[config.mk]
export PLATFORM = sky130hd
export DESIGN_NAME = pipe_add_clk
export DESIGN_NICKNAME = d
export VERILOG_FILES = /design/src/rtl/pipe_add_clk.sv
export SDC_FILE = /design/constraint.sdc
export NUM_CORES = 1
export LEC_CHECK = 0
export CAP_MARGIN = 10
export CORE_MARGIN = 5
export CORE_UTILIZATION = 57
export DETAILED_ROUTE_END_ITERATION = 10
export PLACE_DENSITY = 0.88
export RECOVER_POWER = 100
export SLEW_MARGIN = 20
export SYNTH_ARGS = -nofsm -noshare
export SYNTH_HDL_FRONTEND = slang
export SYNTH_SLANG_ARGS = --single-unit
[constraint.sdc]
create_clock -name clk -period 9.5 [get_ports clk]
set_input_delay 1.425 -clock clk [delete_from_list [all_inputs] [get_ports clk]]
set_output_delay 1.425 -clock clk [all_outputs]
set_load 0.02 [all_outputs]
[src/rtl/pipe_add_clk.sv]
// rtl/pipe_add_clk.sv - pipelined adder/subtractor, one carry segment per stage, valid/ready with stall.
// Optional signed-overflow output ovf is enabled by defining PIPE_ADD_OVF_EN.
module pipe_add_clk #(
    parameter int WIDTH  = 32,
    parameter int STAGES = 4
) (
    input  logic             clk,
    input  logic             rst,
    input  logic             in_valid,
    output logic             in_ready,
    input  logic [WIDTH-1:0] a,
    input  logic [WIDTH-1:0] b,
    input  logic             ci,
    input  logic             sub,
    output logic             out_valid,
    input  logic             out_ready,
    output logic [WIDTH-1:0] s,
`ifdef PIPE_ADD_OVF_EN
    output logic             ovf,
`endif
    output logic             co
);
    localparam int SEG = WIDTH / STAGES;

    // Index 0 is the operand capture stage; index STAGES drives the outputs.
    logic [WIDTH-1:0] a_q [STAGES+1];
    logic [WIDTH-1:0] a_d [STAGES+1];
    logic [WIDTH-1:0] b_q [STAGES+1];
    logic [WIDTH-1:0] b_d [STAGES+1];
    logic [WIDTH-1:0] r_q [STAGES+1];
    logic [WIDTH-1:0] r_d [STAGES+1];
    logic [STAGES:0]  c_q, c_d;
    logic [STAGES:0]  v_q, v_d;
    logic [SEG:0]     seg_sum;
    logic             adv;

    always_comb begin
        adv      = !v_q[STAGES] | out_ready;
        in_ready = adv & !rst;
        a_d[0]   = a;
        b_d[0]   = sub ? ~b : b;
        c_d[0]   = sub | ci;
        v_d[0]   = in_valid;
        r_d[0]   = '0;
        seg_sum  = '0;
        for (int k = 1; k <= STAGES; k++) begin
            seg_sum = {1'b0, a_q[k-1][(k-1)*SEG +: SEG]}
                    + {1'b0, b_q[k-1][(k-1)*SEG +: SEG]}
                    + {{SEG{1'b0}}, c_q[k-1]};
            a_d[k] = a_q[k-1];
            b_d[k] = b_q[k-1];
            v_d[k] = v_q[k-1];
            c_d[k] = seg_sum[SEG];
            r_d[k] = r_q[k-1];
            r_d[k][(k-1)*SEG +: SEG] = seg_sum[SEG-1:0];
        end
    end

    // The whole pipe, bubbles included, moves only when the output slot is free.
    always_ff @(posedge clk) begin
        if (rst) begin
            for (int k = 0; k <= STAGES; k++) begin
                a_q[k] <= '0;
                b_q[k] <= '0;
                r_q[k] <= '0;
            end
            c_q <= '0;
            v_q <= '0;
        end else if (adv) begin
            for (int k = 0; k <= STAGES; k++) begin
                a_q[k] <= a_d[k];
                b_q[k] <= b_d[k];
                r_q[k] <= r_d[k];
            end
            c_q <= c_d;
            v_q <= v_d;
        end
    end

    assign s         = r_q[STAGES];
    assign co        = c_q[STAGES];
    assign out_valid = v_q[STAGES];
`ifdef PIPE_ADD_OVF_EN
    assign ovf = (a_q[STAGES][WIDTH-1] == b_q[STAGES][WIDTH-1])
               & (r_q[STAGES][WIDTH-1] != a_q[STAGES][WIDTH-1]);
`endif
endmodule
---- After elaboration in Yosys (flattened, before gate mapping) ----
Memories as Yosys holds them, arrays and structs flattened.
Cells that the tools add are included.
word-level totals
  bits in registers ....................... 10
  memory bits (writable) .................. 480
  input port bits ......................... 70
  output and inout bits ................... 35
  logic and storage cells ................. 55
  memories ................................ 3
memory list
  name  depth  bits a word  read ports  clocked after Yosys merged registers in  wr ports  RTL line  source
  a_q   5      32           4           0                                        5         26        logic [WIDTH-1:0] a_q [STAGES+1];
  b_q   5      32           4           0                                        5         28        logic [WIDTH-1:0] b_q [STAGES+1];
  r_q   5      32           5           0                                        5         30        logic [WIDTH-1:0] r_q [STAGES+1];
cells by class
  add/sub/neg operators ................... 8
  mux-type cells .......................... 21
  bitwise operators ....................... 19
  reductions and logical operators ........ 2
operator list
  operator              count
  2-to-1 mux 32 bit     16
  adder 8 x 8 -> 9 bit  4
  adder 9 x 1 -> 9 bit  4
  NOT 32 bit            1
  OR 1 bit              17
  2-to-1 mux 1 bit      5
  zero test 1 bit       2
  bitwise AND 1 bit     1

---- Longest topological paths before layout ----
  depth after elaboration ................. 6
  gate-level depth with buffers ........... 8
  mapped depth without buffers ............ 7

---- Worst setup path after synthesis ----
No wires, ideal clock.
  path type ............................... input to register
  from .................................... in out_ready
  to ...................................... reg v_q[4]
  arrival ................................. 6.803 ns
  path slack .............................. 2.306 ns
  stages .................................. 5
  path buffers ............................ 1
  cells stage by stage .................... nor2b_4 nor2b_1 clkbuf_1 inv_1 o21ai_0
between the ends
  longest elaborated chain between the ends .. 1
RTL lines
  what                    RTL line  source
  start: declaration      16        input logic out_ready,
  OR 1 bit                38        adv = !v_q[STAGES] | out_ready;
  end signal: assignment  76        v_q <= v_d;
  end: declaration        33        logic [STAGES:0] v_q, v_d;
No other way between the ends.
A chain may end at the register's enable or synchronous reset.

---- Worst setup path in the final report ----
  from .................................... in out_ready
  to ...................................... out in_ready
between the ends
  longest elaborated chain between the ends .. 2
RTL lines
  what               RTL line  source
  OR 1 bit           38
  bitwise AND 1 bit  39        in_ready = adv & !rst;
  end: declaration   10        output logic in_ready,
No other way between the ends.

==> run summary <==
run status -> complete, but fails checks
failing checks -> max-capacitance violations, max-slew violations
RSZ-0062 raised after global routing -> no
worst r2r path cells -> 5
cts hold-fix bufs -> 0
num rows -> 50
Critical Path AT -> 5.46 ns
Power Internal -> 1.94 mW
initial antenna violation count -> 1
CTS tree -> yes
VDD IR max -> 0.000122 V
Slew Limit Fails -> 294
CP bufs+invs -> 3
number of synthesized flops with an enable pin -> 240
worst-path fanout max -> 69
HPWL Detailed -> 10.1 mm
final period utilization -> 72.5%
vias in the first global route -> 5572
register area share after synthesis -> 69.4%
drt pass-1 iters -> 5
reg-to-reg slack, setup -> 4.01 ns
WL final -> 16.1 mm
Post-synth ARST share -> 0%
Worst path max stage delay -> 1.63 ns
flops & latches, synth -> 250
CP delay by family, top -> buffers and inverters
max cap viols -> 3
cell total after placement -> 1041
Syn Inst Count -> 733
largest net degree at the start of global routing -> 159
switching pwr -> 0.478 mW
fin util -> 68.3%
Initial Utilization -> 57.4%
total track usage -> 14.9%
Worst setup SP type -> primary input
I/O Pins -> 105
total grt overflow -> 0
Synthesized Nets -> 839
DRC -> 0
worst-margin pin slew -> 4.32 ns
Power per Cell Area -> 190 mW/mm2
Hold Path Class -> flip-flop to flip-flop
proportion of layout cells with a drive suffix above 1 -> 5.38%
DR WL/cell -> 14.8 um
CORE AREA -> 0.0186 mm2
crit path capture -> in_ready
Netlist cell types -> 44
Leak -> 5.18 nW
slowest cell on the critical path -> clkinvlp_2
Die Y -> 147 um
RePlAce Congestion -> 0.786
ys flop type -> edfxtp_1
post-CTS setup buffers -> 0
clk sink count -> 250
clock share of power -> 40.9%
critical path type -> primary input to output port
first-pass GRT wire length -> 26.6 mm
cts bufs inserted -> 26
fmax -> 145 MHz
Cell Area, Synth -> 0.0107 mm2
Fin Setup TNS -> 0 ns
clock tree buffer depth -> 3
Tmin final -> 6.89 ns
Port-buffer cells -> 104
Reg power frac -> 52.9%
Crit. Startpoint -> out_ready
worst endpoint required time -> 8.08 ns
Area Growth Syn to Fin -> 19.0%
CTS root buffer -> clkbuf_16
skew final -> 0.0115 ns
DRT antenna net count -> 0
final total power -> 2.42 mW
width of the die -> 147 um
Worst setup EP type -> output port
initial DRC count -> 252
Die Area -> 0.0216 mm2
vias post-DR -> 5580
Final Hold Fails -> 0
Final nets -> 941
Slew Limit Headroom -> -188%
worst r2r src -> v_q[4]$_SDFFE_PP0P_
Mean Syn Cell Area -> 14.6 um2
Gate power share -> 6.2%
CP Cell Sequence -> dlygate4sd3_1, nor2b_1, or2_4, clkinvlp_2, clkdlybuf4s50_1
final setup fails -> 0
htree depth -> 1
Reg-to-Reg End -> b_q[0][84]$_SDFFCE_PN0P_
DR vias/cell -> 5.12
critical path depth in cells -> 5
non-filler instance count after layout -> 1090
synth warn -> 0
Clock transition at path regs -> 0.06 ns
Post-CTS Resized -> 0
switch share -> 19.8%
worst-skew pair later-pin latency -> 0.51 ns
## how the worst min path moves through the flow
| stage | start | endpoint | slack (ns) | cells after the start |
|---|---|---|---|---|
| 3_3_place_gp | v_q[2]$_SDFFE_PP0P_ | v_q[3]$_SDFFE_PP0P_ | 0.44 | 2 |
| 6_report | c_q[0]$_SDFFE_PP0P_ | c_q[0]$_SDFFE_PP0P_ | 0.46 | 2 |
| 5_1_grt | c_q[0]$_SDFFE_PP0P_ | c_q[0]$_SDFFE_PP0P_ | 0.50 | 2 |
| 3_5_place_dp | c_q[0]$_SDFFE_PP0P_ | c_q[0]$_SDFFE_PP0P_ | 0.46 | 2 |
| 4_1_cts | c_q[0]$_SDFFE_PP0P_ | c_q[0]$_SDFFE_PP0P_ | 0.46 | 2 |
| 2_1_floorplan | v_q[2]$_SDFFE_PP0P_ | v_q[3]$_SDFFE_PP0P_ | 0.43 | 2 |
## state kept, by name, indices dropped and copies added, names as in the netlist
signal  flops
r_q        80
b_q        80
v_q         5
a_q        80
c_q         5
## cell families (layout without fill, tap and decap cells)
group	Yosys count	in the layout	share of synthesized area, %
compound gates	72	72	4.45
simple gates	290	290	15.7
mux	4	4	0.375
flops	250	250	69.4
xor+xnor	41	41	3.37
fa+ha+maj	36	36	4.79
other cells	0	1	0
buf+inv	40	162	1.90
## through the flow
stage               instance area (um2)  setup slack, ns  hold WS (ns)
floorplan                         10700             2.31         0.426
global placement                  11900             4.03         0.443
detailed placement                11900             3.98         0.457
CTS                               12700             3.98         0.464
global route                      12700             2.17         0.496
finish                            12700             2.61         0.463
## cell usage in the layout, fill, tap and decap left out, types with 3 or more instances in the layout
master,netlist,final
xnor2_1,35,35
nor3b_1,3,3
a22o_1,5,5
dfxtp_1,10,10
dlygate4sd3_1,0,36
and2_1,185,82
nand2_1,13,13
mux2i_1,4,4
fa_1,8,8
nor3_1,9,9
clkinv_1,0,5
a21o_1,7,7
nor2b_1,7,8
nand3_1,6,6
nand4b_1,3,3
xor2_1,6,6
and2_0,0,103
a211oi_1,8,8
clkbuf_1,10,4
nor2_1,48,48
clkinv_2,0,9
ha_1,28,28
nand2b_1,4,4
a21oi_1,11,11
or4b_1,3,3
bufinv_16,0,3
inv_1,6,5
edfxtp_1,240,240
o21a_1,6,6
clkbuf_16,0,27
o21ai_0,21,21
or3_1,4,4
o21bai_1,3,3
clkdlybuf4s50_1,0,67
## worst register-to-register path: stages (launching register included)
cell,delay (ns)
dfxtp_1,0.30
nor2b_1,0.17
nor2b_1,0.15
clkbuf_1,0.35
inv_8,0.86
clkbuf_1,3.10
## power groups by stage
stage	Clock (mW)	Combinational [mW]	Sequential [mW]
5_1_grt	1.06	0.167	1.28
2_1_floorplan	0	0.0903	1.31
4_1_cts	1.01	0.155	1.28
3_5_place_dp	0	0.154	1.30
6_report	0.988	0.149	1.28
3_3_place_gp	0	0.148	1.30
## synthesized netlist by cell type, types with 3 or more instances
library cell	instances	area, um2
edfxtp_1	240	7210
and2_1	185	1160
nor2_1	48	180
xnor2_1	35	307
ha_1	28	350
o21ai_0	21	105
clkbuf_2	13	65.1
nand2_1	13	48.8
a21oi_1	11	55.1
clkbuf_1	10	37.5
dfxtp_1	10	200
nor3_1	9	45.0
a211oi_1	8	60.1
fa_1	8	160
a21o_1	7	52.6
nor2b_1	7	43.8
inv_1	6	22.5
nand3_1	6	30.0
o21a_1	6	45.0
xor2_1	6	52.6
a22o_1	5	43.8
buf_2	5	25.0
mux2i_1	4	40.0
nand2b_1	4	25.0
or3_1	4	25.0
buf_6	3	33.8
nand4b_1	3	26.3
nor3b_1	3	22.5
o21bai_1	3	22.5
or4b_1	3	30.0
## area by class of cell
cell class,instances,area [um2]
clock buffers,29,683
flip-flops and latches,250,7410
repair buffers,107,1050
fillers,1246,5890
diodes,1,2.50
well taps,234,293
clock inverters,19,169
multi-input cells,443,3050
inverters,7,35.0
## per-layer routing
| layer | part of all wire, % | GRT usage, % | vias up |
|---|---|---|---|
| met2 | 51 | 26.0 | 140 |
| met3 | 5.9 | 2.44 | 25 |
| li1 | - | - | 2814 |
| met1 | 42 | 19.6 | 2601 |
| met4 | 1.6 | 4.14 | 0 |
| met5 | 0 | 0 | - |
(Power assumes the default switching activity.)
